==> src/rtl/game_sequencer_pkg.sv <==
// Shared definitions for the brick-lifecycle sequencer: key indices, position
// packing, FSM state and request-kind encodings, and the line-clear score table.
package game_sequencer_pkg;

  localparam int KEY_PRESS_LEN = 5;
  localparam int KEY_LEFT      = 0;
  localparam int KEY_RIGHT     = 1;
  localparam int KEY_DOWN      = 2;
  localparam int KEY_RIGHT_1   = 3;
  localparam int KEY_SPACE     = 4;

  localparam int COORD_LEN = 5;
  localparam int POS_LEN   = 2 * COORD_LEN;
  localparam int DIR_LEN   = 2;
  localparam int BRICK_LEN = 3;

  localparam logic [BRICK_LEN-1:0] BRICK_I = 3'd1;

  typedef enum logic [2:0] {
    SEQ_IDLE  = 3'd0,
    SEQ_SPAWN = 3'd1,
    SEQ_WAIT  = 3'd2,
    SEQ_CHECK = 3'd3,
    SEQ_PLACE = 3'd4,
    SEQ_CLEAR = 3'd5,
    SEQ_OVER  = 3'd6
  } seq_state_e;

  typedef enum logic [2:0] {
    K_SPAWN = 3'd0,
    K_GRAV  = 3'd1,
    K_DOWN  = 3'd2,
    K_ROT   = 3'd3,
    K_LEFT  = 3'd4,
    K_RIGHT = 3'd5
  } kind_e;

  // Points awarded for clearing n rows at once (n already clamped to 0..4).
  function automatic logic [15:0] score_tab(input logic [2:0] n);
    case (n)
      3'd1:    return 16'd1;
      3'd2:    return 16'd3;
      3'd3:    return 16'd5;
      3'd4:    return 16'd8;
      default: return 16'd0;
    endcase
  endfunction

  // Position is packed as {x, y}; coordinate arithmetic wraps at the field width.
  function automatic logic [POS_LEN-1:0] make_pos(input logic [COORD_LEN-1:0] x,
                                                  input logic [COORD_LEN-1:0] y);
    return {x, y};
  endfunction

  function automatic logic [COORD_LEN-1:0] get_x(input logic [POS_LEN-1:0] p);
    return p[POS_LEN-1:COORD_LEN];
  endfunction

  function automatic logic [COORD_LEN-1:0] get_y(input logic [POS_LEN-1:0] p);
    return p[COORD_LEN-1:0];
  endfunction

endpackage

==> src/rtl/game_sequencer_gravity_timer.sv <==
// Gravity tick counter: counts enabled cycles, flags the cycle on which the
// automatic one-row drop is due. Clear has priority over enable.
module game_sequencer_gravity_timer #(
  parameter int GRAVITY_TICKS = 32
) (
  input  logic clk,
  input  logic rst_n,
  input  logic i_clr,
  input  logic i_en,
  output logic o_expire
);

  localparam int CNT_W = $clog2(GRAVITY_TICKS) + 1;

  logic [CNT_W-1:0] r_cnt;

  // Tick counter: cleared on commit of a downward move or after a line clear.
  always_ff @(posedge clk or negedge rst_n) begin
    if (!rst_n) begin
      r_cnt <= '0;
    end else if (i_clr) begin
      r_cnt <= '0;
    end else if (i_en) begin
      r_cnt <= r_cnt + CNT_W'(1);
    end
  end

  assign o_expire = i_en && (r_cnt == CNT_W'(GRAVITY_TICKS - 1));

endmodule

==> src/rtl/game_sequencer.sv <==
// Brick-lifecycle controller: spawns bricks, turns key/gravity requests into
// candidate positions for the collision checker, commits or rejects them, and
// pulses place/clear strobes to the board datapath while tracking lines/score.
module game_sequencer
  import game_sequencer_pkg::*;
#(
  parameter int GRAVITY_TICKS = 32,
  parameter int SPAWN_X       = 6,
  parameter int SPAWN_Y       = 18
) (
  input  logic                     clk,
  input  logic                     rst_n,
  input  logic                     start,
  input  logic [KEY_PRESS_LEN-1:0] key_press,
  input  logic [BRICK_LEN-1:0]     next_type,
  input  logic                     is_collided,
  input  logic [4:0]               num_to_clear,
  output logic [POS_LEN-1:0]       cur_pos,
  output logic [DIR_LEN-1:0]       cur_dir,
  output logic [BRICK_LEN-1:0]     cur_type,
  output logic [POS_LEN-1:0]       try_pos,
  output logic [DIR_LEN-1:0]       try_dir,
  output logic [BRICK_LEN-1:0]     try_type,
  output logic                     place_en,
  output logic                     clear_en,
  output logic [15:0]              lines,
  output logic [15:0]              score,
  output logic                     game_over,
  output logic [2:0]               state
);

  localparam logic [POS_LEN-1:0] SPAWN_POS = {COORD_LEN'(SPAWN_X), COORD_LEN'(SPAWN_Y)};

  seq_state_e           r_state,    w_state_n;
  kind_e                r_kind,     w_kind_n;
  logic [POS_LEN-1:0]   r_cur_pos,  w_cur_pos_n,  r_try_pos,  w_try_pos_n;
  logic [DIR_LEN-1:0]   r_cur_dir,  w_cur_dir_n,  r_try_dir,  w_try_dir_n;
  logic [BRICK_LEN-1:0] r_cur_type, w_cur_type_n, r_try_type, w_try_type_n;
  logic [15:0]          r_lines,    w_lines_n,    r_score,    w_score_n;
  logic                 w_grav_clr, w_grav_expire;
  logic [COORD_LEN-1:0] w_cur_x,    w_cur_y;
  logic [2:0]           w_n_clr;

  function automatic logic [15:0] sat_add16(input logic [15:0] a, input logic [15:0] b);
    logic [16:0] s;
    s = {1'b0, a} + {1'b0, b};
    return s[16] ? 16'hFFFF : s[15:0];
  endfunction

  game_sequencer_gravity_timer #(
    .GRAVITY_TICKS (GRAVITY_TICKS)
  ) u_gravity_timer (
    .clk      (clk),
    .rst_n    (rst_n),
    .i_clr    (w_grav_clr),
    .i_en     (r_state == SEQ_WAIT),
    .o_expire (w_grav_expire)
  );

  assign w_cur_x = get_x(r_cur_pos);
  assign w_cur_y = get_y(r_cur_pos);
  assign w_n_clr = (num_to_clear > 5'd4) ? 3'd4 : num_to_clear[2:0];

  // Next-state and next-brick logic; every request path re-bases on cur_*.
  always_comb begin
    w_state_n    = r_state;
    w_kind_n     = r_kind;
    w_cur_pos_n  = r_cur_pos;
    w_cur_dir_n  = r_cur_dir;
    w_cur_type_n = r_cur_type;
    w_try_pos_n  = r_try_pos;
    w_try_dir_n  = r_try_dir;
    w_try_type_n = r_try_type;
    w_lines_n    = r_lines;
    w_score_n    = r_score;
    w_grav_clr   = 1'b0;
    case (r_state)
      SEQ_IDLE, SEQ_OVER: begin
        if (start) begin
          w_state_n = SEQ_SPAWN;
          w_lines_n = '0;
          w_score_n = '0;
        end
      end
      SEQ_SPAWN: begin
        w_cur_pos_n  = SPAWN_POS;
        w_cur_dir_n  = '0;
        w_cur_type_n = next_type;
        w_try_pos_n  = SPAWN_POS;
        w_try_dir_n  = '0;
        w_try_type_n = next_type;
        w_kind_n     = K_SPAWN;
        w_state_n    = SEQ_CHECK;
      end
      SEQ_WAIT: begin
        if (key_press[KEY_SPACE]) begin
          w_state_n = SEQ_PLACE;
        end else if (w_grav_expire) begin
          w_try_pos_n = make_pos(w_cur_x, w_cur_y - COORD_LEN'(1));
          w_kind_n    = K_GRAV;
          w_state_n   = SEQ_CHECK;
        end else if (key_press[KEY_RIGHT_1]) begin
          w_try_dir_n = r_cur_dir + DIR_LEN'(1);
          w_kind_n    = K_ROT;
          w_state_n   = SEQ_CHECK;
        end else if (key_press[KEY_LEFT]) begin
          w_try_pos_n = make_pos(w_cur_x - COORD_LEN'(1), w_cur_y);
          w_kind_n    = K_LEFT;
          w_state_n   = SEQ_CHECK;
        end else if (key_press[KEY_RIGHT]) begin
          w_try_pos_n = make_pos(w_cur_x + COORD_LEN'(1), w_cur_y);
          w_kind_n    = K_RIGHT;
          w_state_n   = SEQ_CHECK;
        end else if (key_press[KEY_DOWN]) begin
          w_try_pos_n = make_pos(w_cur_x, w_cur_y - COORD_LEN'(1));
          w_kind_n    = K_DOWN;
          w_state_n   = SEQ_CHECK;
        end
      end
      SEQ_CHECK: begin
        if (!is_collided) begin
          w_cur_pos_n  = r_try_pos;
          w_cur_dir_n  = r_try_dir;
          w_cur_type_n = r_try_type;
          w_grav_clr   = (r_kind == K_GRAV) || (r_kind == K_DOWN);
          w_state_n    = SEQ_WAIT;
        end else begin
          case (r_kind)
            K_GRAV, K_DOWN: w_state_n = SEQ_PLACE;
            K_SPAWN:        w_state_n = SEQ_OVER;
            default: begin
              w_try_pos_n  = r_cur_pos;
              w_try_dir_n  = r_cur_dir;
              w_try_type_n = r_cur_type;
              w_state_n    = SEQ_WAIT;
            end
          endcase
        end
      end
      SEQ_PLACE: w_state_n = SEQ_CLEAR;
      SEQ_CLEAR: begin
        w_lines_n  = sat_add16(r_lines, {13'd0, w_n_clr});
        w_score_n  = sat_add16(r_score, score_tab(w_n_clr));
        w_grav_clr = 1'b1;
        w_state_n  = SEQ_SPAWN;
      end
      default: w_state_n = SEQ_IDLE;
    endcase
  end

  // State and brick registers; reset returns everything to the spawn brick.
  always_ff @(posedge clk or negedge rst_n) begin
    if (!rst_n) begin
      r_state    <= SEQ_IDLE;
      r_kind     <= K_SPAWN;
      r_cur_pos  <= SPAWN_POS;
      r_cur_dir  <= '0;
      r_cur_type <= BRICK_I;
      r_try_pos  <= SPAWN_POS;
      r_try_dir  <= '0;
      r_try_type <= BRICK_I;
      r_lines    <= '0;
      r_score    <= '0;
    end else begin
      r_state    <= w_state_n;
      r_kind     <= w_kind_n;
      r_cur_pos  <= w_cur_pos_n;
      r_cur_dir  <= w_cur_dir_n;
      r_cur_type <= w_cur_type_n;
      r_try_pos  <= w_try_pos_n;
      r_try_dir  <= w_try_dir_n;
      r_try_type <= w_try_type_n;
      r_lines    <= w_lines_n;
      r_score    <= w_score_n;
    end
  end

  assign cur_pos   = r_cur_pos;
  assign cur_dir   = r_cur_dir;
  assign cur_type  = r_cur_type;
  assign try_pos   = r_try_pos;
  assign try_dir   = r_try_dir;
  assign try_type  = r_try_type;
  assign lines     = r_lines;
  assign score     = r_score;
  assign place_en  = (r_state == SEQ_PLACE);
  assign clear_en  = (r_state == SEQ_CLEAR);
  assign game_over = (r_state == SEQ_OVER);
  assign state     = r_state;

endmodule
==> config.mk <==
export PLATFORM = sky130hd
export DESIGN_NAME = game_sequencer
export DESIGN_NICKNAME = d
export VERILOG_FILES = /design/src/rtl/game_sequencer_pkg.sv /design/src/rtl/game_sequencer_gravity_timer.sv /design/src/rtl/game_sequencer.sv
export SDC_FILE = /design/constraint.sdc
export NUM_CORES = 1
export LEC_CHECK = 0
export BUFFER_PORTS_ARGS = -buffer_cell sky130_fd_sc_hd__buf_2
export CAP_MARGIN = 20
export CORE_MARGIN = 2
export CORE_UTILIZATION = 30
export DETAILED_ROUTE_END_ITERATION = 6
export MAX_ROUTING_LAYER = met4
export PLACE_DENSITY = 0.48
export SYNTH_ARGS = -nofsm -noshare
export SYNTH_HDL_FRONTEND = slang
export SYNTH_SLANG_ARGS = --single-unit
==> constraint.sdc <==
create_clock -name clk -period 4.1 [get_ports clk]
set_clock_uncertainty 0.1 [all_clocks]
set_input_delay 0.82 -clock clk [delete_from_list [all_inputs] [get_ports clk]]
set_output_delay 0.82 -clock clk [all_outputs]
set_load 0.02 [all_outputs]
# After elaboration in Yosys (flattened, before gate mapping)
# Index checks and enable logic that the tools add are counted.
# classes
n_reduce_logical,19
eq_ne,24
order_cmp,1
add_sub_neg,7
n_mux,53
# op_table
cell,count
2-to-1 mux 10 bit,9
2-to-1 mux 16 bit,4
case mux 16 bit (2 select lines),2
2-to-1 mux 3 bit,18
case mux 10 bit (3 select lines),1
case mux 3 bit (2 select lines),4
case mux 10 bit (2 select lines),1
case mux 3 bit (6 select lines),1
adder 16 x 16 -> 17 bit,1
adder 16 x 3 -> 17 bit,1
case mux 4 bit (4 select lines),1
"== test 3 x 2 -> 1 bit, second input constant",5
"inequality test 2 bit, second input constant",7
"== test 3 bit, second input constant",4
2-to-1 mux 2 bit,6
2-to-1 mux 6 bit,2
AND reduction 6 bit,2
"subtractor 5 x 1 -> 5 bit, second input constant",2
"== test 3 x 1 -> 1 bit, second input constant",3
nonzero test 2 bit,4
"inequality test 7 bit, second input constant",1
"adder 6 x 1 -> 6 bit, second input constant",1
"== test 6 x 5 -> 1 bit, second input constant",1
zero test 3 bit,2
17 further kinds,21
# word_totals
ff_bits,74

# Depth between registers and ports, before layout
# Gate-level depths: netlist of run 1.
# depth
word_depth,8
depth_mapped,9
depth_no_buf,9

# Modules after synthesis
# From an unflattened synthesis of run 1, not the netlist that was laid out.
# unflattened
hier_cells,475
area_unflattened_um2,4403.0
# modules_own_cells
mod,cells_per_inst,area_each_um2,seq_area_each_um2,instances
game_sequencer,448,4124.0,1714.1,1
game_sequencer_gravity_timer,27,279.0,150.1,1

# Worst setup path before layout of run 1
# Ideal clock, no wire load.
# synth_path
kind,input to register
start,input port num_to_clear[4]
end,register r_score[13] (netlist: score[13])
setup_slack_ns,1.103
setup_time_ns,0.121
arrival_time_ns,2.776
path_buffers,1
required_ns,3.879
stages,9
path_cell_list,or4b_1 -> buf_2 -> nor2_1 -> ha_1 -> a211oi_1 -> o21bai_1 -> nand4_1 -> a21o_1 -> a22o_1
# synth_via
elab_chain_cells,8
elab_cells_between_ends,11
cone_classes,add/sub (1); order compare (1); eq/ne (4); mux (5)
# synth_lines
element,line_no,rtl
start: declaration,game_sequencer.sv:17,"input logic [4:0] num_to_clear,"
> comparator 5 x 3 -> 1 bit (*),game_sequencer.sv:62,assign w_n_clr = (num_to_clear > 5'd4) ? 3'd4 : num_to_clear[2:0];
2-to-1 mux 3 bit (*),game_sequencer.sv:62,
"== test 3 bit, or another cell as far along",game_sequencer_pkg.sv:40,case (n)
case mux 4 bit (4 select lines) (*),game_sequencer_pkg.sv:40,
2-to-1 mux 16 bit (*),game_sequencer.sv:77,case (r_state)
adder 16 x 16 -> 17 bit (*),game_sequencer.sv:46,"s = {1'b0, a} + {1'b0, b};"
2-to-1 mux 16 bit (*),game_sequencer.sv:47,return s[16] ? 16'hFFFF : s[15:0];
case mux 16 bit (2 select lines) (*),game_sequencer.sv:77,
end signal: assignment,game_sequencer.sv:174,r_score <= w_score_n;
end: declaration,game_sequencer.sv:39,"logic [15:0] r_lines, w_lines_n, r_score, w_score_n;"
# Mark *: on every way between the ends. The rest lies on a longest branch, timed or not. The select of a mux whose other input is x is not followed.
# A chain may end at the register's enable or synchronous reset.

# Worst setup path in the final report of run 1
# Ends and elaborated chain as after synthesis.

==> summary.txt, run 1 <==
Placement
  – Input/output buffers: 84
  – RD Place Congestion: 0.816
  – Pre-CTS setup slack: 0.651 ns
  – Hpwl dp: 8.77 mm

Detailed routing
  – WL final: 12.6 mm
  – Initial DRT Pass Iterations: 4
  – Antenna-violating nets left: 0
  – Vias: 3999
  – Vias per cell: 5.34
  – Drt drc: 0
  – WL/cell: 16.8 µm
  – DR iter-0 viols: 292

Pwr
  – Worst IR Drop VDD: 0.320 mV
  – Final Power: 3.10 mW
  – PwrDens: 592 nW/µm²
  – Leak: 2.46 nW

Finish
  – Area growth syn-to-layout: 20.6%
  – Share of layout cells above drive strength 1: 0.229
  – Util after Layout: 0.373
  – Fin nets: 592

Clock network
  – Sink Count: 74
  – Num CTS Buffers: 9
  – CTS tree: done
  – # resized after CTS: 0
  – Post-cts hold buffer count: 0
  – H-tree depth: 3
  – CTS root buf: clkbuf_16
  – Clock Path Buffers: 2
  – Clock-pin slew on the worst setup and hold paths: 0.06 ns
  – Number of post-CTS setup repair buffers: 0
  – Clk Latency, worst-skew pair: 0.34 ns

GRT
  – Initial antenna violation count: 1
  – Global router's overall resource usage: 0.170
  – First-pass GRT wire length: 20.9 mm
  – Via count of the first global-routing pass: 3965
  – Largest net degree at the start of global routing: 75
  – Global route overflow: 0

Timing
  – Final worst setup slack: 0.974 ns
  – RSZ-0062 raised after global routing: no
  – Final hold vios: 0
  – Crit share post-route: 0.762
  – Setup_tns: 0 ns
  – Min cycle time layout: 3.13 ns
  – Final setup viols: 0
  – Max-slew violation count: 0
  – Max Clock Freq: 320 MHz
  – Worst slew pin tran: 1.07 ns
  – Max-Slew Margin vs Limit: 0.277

Critical path
  – WP data arrival: 3.26 ns
  – Worst setup EP type: flop
  – Worst setup SP type: input pin
  – CP Class: in2reg
  – Worst EP required: 4.23 ns
  – CP max FO: 8

Synth
  – Most frequent cells after synthesis: dfrtp_1 (64), nand2_1 (54), o21ai_0 (50)
  – Yosys Warn Count: 0
  – Top-count cell post-synth: dfrtp_1
  – Mapped Cells: 483
  – Share of the synthesized area in the top cell type: 0.368
  – Largest cells by area after synthesis: dfrtp_1 (37%), dfstp_2 (6.0%), o21ai_0 (5.8%)
  – Leading area contributor after synthesis: dfrtp_1
  – Synth Cell Area: 4350 µm²
  – Synth Area per Inst: 9.00 µm²
  – Synthesized Nets: 512
  – Synth cell types: 68
  – Synthesized flop and latch total: 74
  – Sequential area share after synthesis: 0.429
  – Main synth FF type: dfrtp_1
  – Async set or reset register ratio after synthesis: 1.00
  – Post-synth EDFFs: 0

Floorplan
  – Row count: 43
  – # IOs: 85
  – Core ar.: 14000 µm²
  – Initial Util: 0.310
  – Die W: 124 µm
  – DIE HEIGHT: 124 µm
  – Die area: 15500 µm²

Run
  – MaxCap Viol Count: 0

Run status
  – Result of the run: completed

Hold path
  – HP Class: in2async
area by class of cell:
class / instances / area, µm²
fillers: 1458 / 8800
multi-input cells: 370 / 2320
flip-flops and latches: 74 / 1860
repair buffers: 89 / 488
clock buffers: 11 / 243
well taps: 180 / 225
inverters: 19 / 71.3
clock inverters: 5 / 30.0
diodes: 1 / 2.50
metrics by stage:
stage	instances	hold WS [ns]	area [µm²]
after floorplan	483	0.403	4350
after global placement	730	0.378	4930
after detailed placement	730	0.388	4930
after CTS	746	0.397	5200
after global routing	749	0.269	5240
final	749	0.258	5240
logic make-up (layout without fill, tap and decap cells):
family / after synthesis / after routing / share of synthesized area
AO/OA/AOI/OAI: 168 / 168 / 0.252
XOR/XNOR: 17 / 17 / 0.0342
adder cells (fa/ha/maj): 12 / 12 / 0.0363
buffers and inverters: 39 / 124 / 0.0386
flip-flops: 74 / 74 / 0.429
multiplexers: 4 / 4 / 0.00978
other: 0 / 1 / 0
AND/OR/NAND/NOR: 169 / 169 / 0.201
per-layer routing:
layer / wire length, µm / vias up / track usage
met5: 0 / - / -
met4: 132 / 0 / 0.0410
met3: 657 / 9 / 0.0485
met2: 5800 / 93 / 0.264
met1: 6010 / 1949 / 0.220
li1: - / 1948 / -
state kept, by name (all words and copies together), names as in the netlist:
name,cells
lines,16
score,16
cur_pos,10
try_pos,10
u_gravity_timer.r_cnt,6
cur_type,3
r_kind,3
state,3
try_type,3
cur_dir,2
try_dir,2
worst max-delay path, cell delays in order:
cell and delay (ns):
buf_2 0.11, or4b_1 0.63, nor2_1 0.22, ha_1 0.21
a211oi_1 0.06, o21bai_1 0.57, nand4_1 0.20, a21o_1 0.21
a22o_1 0.21
placed cells by master, fill, tap and decap left out, types with 3 or more instances in the layout:
cell	count
buf_2	83
dfrtp_1	64
nand2_1	54
o21ai_0	50
a21oi_1	36
nor2_1	32
inv_1	18
a22o_1	15
nand4_1	13
nor3_1	13
ha_1	11
xnor2_1	10
a21o_1	10
dfstp_2	10
nand3_1	9
clkbuf_16	9
a31oi_1	8
and2_1	7
xor2_1	7
and3_1	7
nand2b_1	5
o31ai_1	5
and4_1	4
o21a_1	4
a211o_1	4
o22a_1	4
a2bb2oi_1	4
buf_4	4
o2bb2ai_1	3
clkinv_2	3
path summary, 6_finish.rpt:
check,startpoint,end,slack (ns),depth (start not counted)
setup / recovery,num_to_clear[4],score[13],0.97,9
setup reg to reg,state[0],lines[8],1.26,7
max in group asynchronous,rst_n,cur_type[0],3.02,2
min in group clk,try_type[0],try_type[0],0.40,2
hold reg to reg,try_type[0],try_type[0],0.40,2
hold / removal,rst_n,lines[12],0.26,1
report_power, final:
| group | switching [mW] | internal (mW) |
|---|---|---|
| logic | 0.834 | 0.421 |
| clock network | 0.316 | 0.423 |
| registers | 0.202 | 0.905 |
| total | 1.35 | 1.75 |
(Power assumes the default switching activity.)
==> run 2: changes to the inputs <==
- ABC_AREA: unset -> 1
- PLACE_DENSITY: 0.48 -> 0.49
- clock period: 4.1 -> 2.8 ns (I/O delays scaled with it)
==> run 2 against run 1 <==
Clock power increased by 57%. Sequential power up 46%. Highest routed layer unchanged. Critical endpoint is now clear_en. Sequential share of layout area down 1.5 points. Combinational power is 71% higher. Cell count up 20%. Design area rose by 4.5%. Total power grew 59%.
==> summary.txt, run 2 <==
Run status
  – Result of the run: completed

Synth
  – Leading area contributor after synthesis: dfrtp_1
  – Most frequent cells after synthesis: nand2_1 (174), dfrtp_1 (64), inv_1 (64)
  – Post-synth EDFFs: 0 (unchanged)
  – Synth Area per Inst: 7.45 µm² (-17%)
  – Synth cell types: 46 (-32%)
  – Largest cells by area after synthesis: dfrtp_1 (35%), nand2_1 (14%), nand3_1 (6.3%)
  – Synthesized Nets: 645 (+26%)
  – Main synth FF type: dfrtp_1
  – Mapped Cells: 616 (+28%)
  – Synth Cell Area: 4590 µm² (+5.6%)
  – Share of the synthesized area in the top cell type: 0.349 (-0.0194)
  – Top-count cell post-synth: nand2_1
  – Synthesized flop and latch total: 74 (unchanged)
  – Sequential area share after synthesis: 0.406 (-0.0226)
  – Yosys Warn Count: 0 (unchanged)
  – Async set or reset register ratio after synthesis: 1.00 (unchanged)

Floorplan
  – Die W: 128 µm (+2.7%)
  – Die area: 16300 µm² (+5.4%)
  – Core ar.: 15100 µm² (+7.5%)
  – DIE HEIGHT: 128 µm (+2.7%)
  – Initial Util: 0.304 (-0.00549)
  – # IOs: 85 (unchanged)
  – Row count: 45 (+4.7%)

Hold path
  – HP Class: in2async

Timing
  – Max Clock Freq: 414 MHz
  – Min cycle time layout: 2.41 ns
  – Max-Slew Margin vs Limit: 0.371 (+0.0934)
  – Worst slew pin tran: 0.944 ns (-0.126 ns)
  – Max-slew violation count: 0 (unchanged)
  – Final hold vios: 0 (unchanged)
  – Final setup viols: 0 (unchanged)
  – Setup_tns: 0 ns (unchanged)
  – Crit share post-route: 0.862
  – RSZ-0062 raised after global routing: no

GRT
  – Met2 Track Usage GR: 0.277 (+0.0129)
  – Global route overflow: 0 (unchanged)
  – First-pass GRT wire length: 21.5 mm (+3.1%)
  – Largest net degree at the start of global routing: 73 (-2.7%)
  – GR met1 Demand/Resource: 0.211 (-0.00870)
  – Global router's overall resource usage: 0.171 (+0.000987)
  – Initial antenna violation count: 1 (unchanged)
  – Via count of the first global-routing pass: 4377 (+10%)
  – Gr busiest metal: met2
  – Met3 GRT Util: 0.0455 (-0.00305)

Placement
  – Input/output buffers: 84 (unchanged)
  – Hpwl dp: 9.16 mm (+4.5%)
  – RD Place Congestion: 0.816 (unchanged)
  – Cells after DPL: 880 (+21%)

Pwr
  – Leak: 2.83 nW (+15%)
  – PwrDens: 900 nW/µm² (+52%)
  – Final Power: 4.93 mW (+59%)
  – Worst IR Drop VDD: 0.489 mV (+53%)

Critical path
  – CP Buf/Inv Count: 2 (+1)
  – CP cell instances: inv_2 > nor3_4 > buf_2
  – R2R Setup Slk: 0.58 ns (-0.68 ns)
  – CP peak stage delay: 0.53 ns (-0.10 ns)
  – Capturing point of the worst reg2reg path: score[15]
  – Worst setup SP type: flop
  – Crit path max-delay cell type: dfrtp_1
  – Worst EP required: 2.14 ns (-2.09 ns)
  – Worst R2R Path Depth: 12 (+5)
  – RR Startpoint: score[0]
  – CP max FO: 11 (+3)
  – Worst setup EP type: output pin
  – CP Class: reg2out
  – WP data arrival: 1.75 ns (-1.51 ns)
  – CP delay by family, top: flip-flops

Detailed routing
  – WL/cell: 14.4 µm (-15%)
  – Vias per cell: 4.90 (-8.2%)
  – WL final: 12.9 mm (+2.4%)
  – Initial DRT Pass Iterations: 7 (+3)
  – DR iter-0 viols: 309 (+5.8%)
  – Antenna-violating nets left: 0 (unchanged)
  – Vias: 4395 (+9.9%)
  – Drt drc: 0 (unchanged)

Clock network
  – Post-cts hold buffer count: 0 (unchanged)
  – Number of post-CTS setup repair buffers: 0 (unchanged)
  – CTS tree: done
  – Num CTS Buffers: 9 (unchanged)
  – CTS root buf: clkbuf_16
  – H-tree depth: 3 (unchanged)
  – Clock Path Buffers: 2 (unchanged)
  – Clk Latency, worst-skew pair: 0.35 ns (about the same)
  – Sink Count: 74 (unchanged)
  – # resized after CTS: 0 (unchanged)
  – Clock-pin slew on the worst setup and hold paths: 0.06 ns (about the same)

Finish
  – Area growth syn-to-layout: 19.4%
  – Util after Layout: 0.363 (-0.0103)
  – Share of layout cells above drive strength 1: 0.215 (-0.0142)
  – Commonest non-fill, non-tap cells in the layout: nand2_1 (174), buf_2 (83), inv_1 (64), dfrtp_1 (64), nand3_1 (58)
  – Fin nets: 732 (+24%)
  – Most common cell after layout, fill and taps aside: nand2_1
  – Finished Layout Cells: 897 (+20%)

Run
  – MaxCap Viol Count: 0 (unchanged)
run 2: metal layers:
metal  part of all wire  wire length (µm)  vias up
li1                   -                 -     2185
met4              0.013               174        0
met3              0.049               626       16
met2               0.47              6070      106
met5                  0                 0        -
met1               0.47              6020     2088
run 2: worst max-delay path by stage:
stage,slack (ns),cells after the start,endpoint,startpoint
after floorplan,0.31,15,score[15],num_to_clear[2]
after global placement,0.11,16,score[15],num_to_clear[2]
after detailed placement,0.03,16,score[15],num_to_clear[2]
after CTS,0.34,3,clear_en,state[2]
after global routing,0.14,16,score[7],num_to_clear[4]
final,0.39,3,clear_en,state[2]
run 2: area by class of cell:
cell class | instances | area [µm²]
clock inverter | 6 | 57.6
inverter | 75 | 287
sequential | 74 | 1860
timing repair buffer | 90 | 468
tap | 188 | 235
antenna | 1 | 2.50
clock buffer | 10 | 229
multi-input combinational | 453 | 2340
fill | 1666 | 9610
run 2: kinds of logic after synthesis:
family,share of synthesized area
buf+inv,0.0848
xor+xnor,0.0267
mux,0.00491
compound gates,0.117
fa+ha+maj,0.0344
simple gates,0.326
flops,0.406
run 2: power breakdown:
| group | switching, mW | total (mW) | internal, mW |
|---|---|---|---|
| combinational | 1.51 | 2.15 | 0.641 |
| clock | 0.474 | 1.16 | 0.684 |
| sequential | 0.248 | 1.62 | 1.37 |
run 2: worst reg2reg max path, cell delays in order, from the launching register on:
cell and delay [ns]:
dfrtp_1 0.40, ha_1 0.24, fa_1 0.41, nand3_1 0.10
nand3_1 0.10, nand2_1 0.12, nor2_4 0.06, nand2_1 0.08
nor2_1 0.05, nand2_1 0.17, nand2_1 0.07, o21ai_0 0.15
nand2_1 0.07
run 2: through the flow:
stage | cell area, µm² | hold WS [ns] | worst slack [ns]
6_report | 5480 | 0.275 | 0.387
3_3_place_gp | 5190 | 0.388 | 0.106
3_5_place_dp | 5190 | 0.388 | 0.0328
2_1_floorplan | 4590 | 0.164 | 0.314
5_1_grt | 5480 | 0.352 | 0.137
4_1_cts | 5480 | 0.308 | 0.336
==> run 3: changes to the inputs <==
- SYNTH_HIERARCHICAL: unset -> 1
==> run 3 against run 2 <==
Clock power grew 3%. Synthesized area grew 0.44%. Total power grew 0.72%. Combinational power is essentially flat. Setup slack lost 0.044 ns. Wire length shrank 2.6%. Sequential share of layout area shrank 0.62 points. Die area grew 0.42%. Synthesized cell count is the same. Register-to-register slack lost 0.17 ns. First-iteration DRC count shrank 32%. Sequential power is essentially flat.
==> summary.txt, run 3 <==
Pwr
  – PwrDens: 890 nW/µm² (-1.1%)
  – Sw Ratio: 0.445 (-0.00808)
  – Sw Pwr: 2.21 mW (-1.1%)
  – Logic pwr share: 0.439 (+0.002)
  – Leak: 2.92 nW (+3.1%)
  – Clock share of power: 0.241 (+0.006)
  – Int Power: 2.75 mW (+2.2%)
  – Sequential share of power: 0.319 (-0.009)
  – Worst IR Drop VDD: 0.420 mV (-14%)

Floorplan
  – Initial Util: 0.305 (+0.00133)
  – Row count: 45 (unchanged)
  – Die area: 16400 µm² (+0.42%)
  – Die W: 128 µm (+0.21%)
  – # IOs: 85 (unchanged)
  – DIE HEIGHT: 128 µm (+0.21%)
  – Core ar.: 15100 µm² (unchanged)

Detailed routing
  – Met3 WL: 526 µm (-16%)
  – Vias per cell: 4.80 (-2.1%)
  – Metal-1 WL: 6.10 mm (+1.2%)
  – DR iter-0 viols: 211 (-32%)
  – WL final: 12.6 mm (-2.6%)
  – WL/cell: 13.9 µm (-3.0%)
  – Initial DRT Pass Iterations: 4 (-3)
  – Antenna-violating nets left: 0 (unchanged)
  – Total length of routed met2 wires: 5.73 mm (-5.6%)
  – Drt drc: 0 (unchanged)
  – Vias: 4324 (-1.6%)
  – Top routing layer in use: met4

GRT
  – Global router's overall resource usage: 0.163 (-0.00759)
  – Global route overflow: 0 (unchanged)
  – Via count of the first global-routing pass: 4200 (-4.0%)
  – Largest net degree at the start of global routing: 39 (-47%)
  – First-pass GRT wire length: 20.8 mm (-3.6%)
  – Initial antenna violation count: 0 (-1)

Synth
  – Synth Cell Area: 4610 µm² (+0.44%)
  – Share of the synthesized area in the top cell type: 0.347 (-0.00152)
  – Most frequent cells after synthesis: nand2_1 (189), inv_1 (72), dfrtp_1 (64)
  – Sequential area share after synthesis: 0.404 (-0.00176)
  – Synthesized flop and latch total: 74 (unchanged)
  – Leading area contributor after synthesis: dfrtp_1
  – Top-count cell post-synth: nand2_1
  – Post-synth EDFFs: 0 (unchanged)
  – Synth Area per Inst: 7.48 µm² (+0.44%)
  – Synth cell types: 47 (+2.2%)
  – Yosys Warn Count: 6 (+6)
  – Async set or reset register ratio after synthesis: 1.00 (unchanged)
  – Mapped Cells: 616 (unchanged)
  – Main synth FF type: dfrtp_1
  – Synthesized Nets: 645 (unchanged)
  – Largest cells by area after synthesis: dfrtp_1 (35%), nand2_1 (15%), o21ai_0 (6.7%)

Placement
  – Hpwl dp: 9.24 mm (+0.88%)
  – Pre-CTS setup slack: -0.0175 ns (-0.0503 ns)
  – Input/output buffers: 84 (unchanged)
  – Cells after DPL: 885 (+0.57%)
  – RD Place Congestion: 0.906 (+11%)

Critical path
  – CP max FO: 7 (-4)
  – Worst EP required: 2.92 ns (+0.78 ns)
  – Worst setup EP type: flop
  – Worst setup SP type: input pin
  – CP Class: in2reg
  – WP data arrival: 2.58 ns (+0.83 ns)

Clock network
  – Clk Latency, worst-skew pair: 0.34 ns (about the same)
  – H-tree depth: 3 (unchanged)
  – Clock-pin slew on the worst setup and hold paths: 0.06 ns (about the same)
  – Clock Path Buffers: 2 (unchanged)
  – # resized after CTS: 0 (unchanged)
  – CTS tree: done
  – Number of post-CTS setup repair buffers: 0 (unchanged)
  – Sink Count: 74 (unchanged)
  – Num CTS Buffers: 9 (unchanged)
  – CTS root buf: clkbuf_16
  – Post-cts hold buffer count: 0 (unchanged)

Timing
  – Final worst setup slack: 0.343 ns (-0.0443 ns)
  – Crit share post-route: 0.878 (+0.0158)
  – Worst slew pin tran: 0.698 ns (-0.246 ns)
  – Max-Slew Margin vs Limit: 0.534 (+0.163)
  – Final setup viols: 0 (unchanged)
  – RSZ-0062 raised after global routing: no
  – Max-slew violation count: 0 (unchanged)
  – Min cycle time layout: 2.46 ns (+0.0443 ns)
  – Final hold vios: 0 (unchanged)
  – Max Clock Freq: 407 MHz (-1.8%)

Run status
  – Result of the run: completed

Run
  – MaxCap Viol Count: 0 (unchanged)

Hold path
  – HP Class: in2async

Finish
  – Util after Layout: 0.370 (+0.00672)
  – Fin nets: 737 (+0.68%)
  – Most common cell after layout, fill and taps aside: nand2_1
  – Fillers: 1596 (-4.2%)
  – Multi-input logic area: 2340 µm² (+0.27%)
  – Commonest non-fill, non-tap cells in the layout: nand2_1 (189), buf_2 (83), inv_1 (72)
  – Finished Layout Cells: 901 (+0.45%)
  – Register area: 1860 µm² (unchanged)
  – Area growth syn-to-layout: 21.1%
  – N_diodes: 0 (-1)
  – Share of layout cells above drive strength 1: 0.229 (+0.0139)
run 3: cell families after synthesis:
| family | synth area share |
|---|---|
| DFF | 0.404 |
| muxes | 0.00244 |
| xor gates and xnor gates | 0.0342 |
| AOI/OAI and AO/OA | 0.123 |
| buffers and inverters | 0.0874 |
| and+or+nand+nor | 0.315 |
| adders and majority gates | 0.0342 |
run 3: stage by stage:
step           total power [mW]  TNS (ns)  cell area (µm²)  hold WS, ns
3_5_place_dp               3.81   -0.0457             5280        0.372
6_report                   4.97         0             5580       0.0914
5_1_grt                    5.36         0             5580        0.133
2_1_floorplan              3.08         0             4610        0.164
3_3_place_gp               3.79         0             5280        0.370
4_1_cts                    5.04         0             5580        0.111
run 3: final timing paths:
check / cells after the start / end / from / slack, ns
max: 16 / score[0] / num_to_clear[2] / 0.34
min: 1 / score[0] / rst_n / 0.09
max reg2reg: 13 / try_pos[4] / state[2] / 0.41
min reg2reg: 2 / try_pos[1] / try_pos[1] / 0.38
max in group asynchronous: 2 / cur_pos[6] / rst_n / 1.82
min in group clk: 2 / r_kind[2] / key_press[3] / 0.37
run 3: layout make-up:
cell class / count / area share
Clock inverter: 6 / 0.0117
Clock buffer: 10 / 0.0428
Timing Repair Buffer: 96 / 0.0942
Sequential cell: 74 / 0.334
Inverter: 81 / 0.0554
Tap cell: 188 / 0.0422
Multi-Input combinational cell: 446 / 0.420
run 3: worst max-delay path: stages:
cell     delay [ns]
buf_2          0.08
inv_1          0.06
nand3_1        0.16
o21ai_0        0.12
ha_1           0.22
fa_1           0.40
nand3_1        0.10
nand3_1        0.11
nand2_1        0.12
nor2_4         0.06
nand3_1        0.09
inv_1          0.06
nand2_1        0.14
inv_2          0.09
o21ai_0        0.16
nand2_1        0.07
run 3: layer usage:
| layer | up-vias | track usage |
|---|---|---|
| met5 | - | - |
| li1 | 2177 | - |
| met4 | 0 | 0.0608 |
| met1 | 2030 | 0.212 |
| met3 | 20 | 0.0355 |
| met2 | 97 | 0.251 |
run 3: power by group through the flow:
stage,Clock [mW],Combinational [mW],Sequential [mW]
floorplan,0,1.30,1.78
global placement,0,2.19,1.60
detailed placement,0,2.20,1.60
CTS,1.24,2.21,1.59
global route,1.29,2.44,1.63
finish,1.20,2.18,1.59
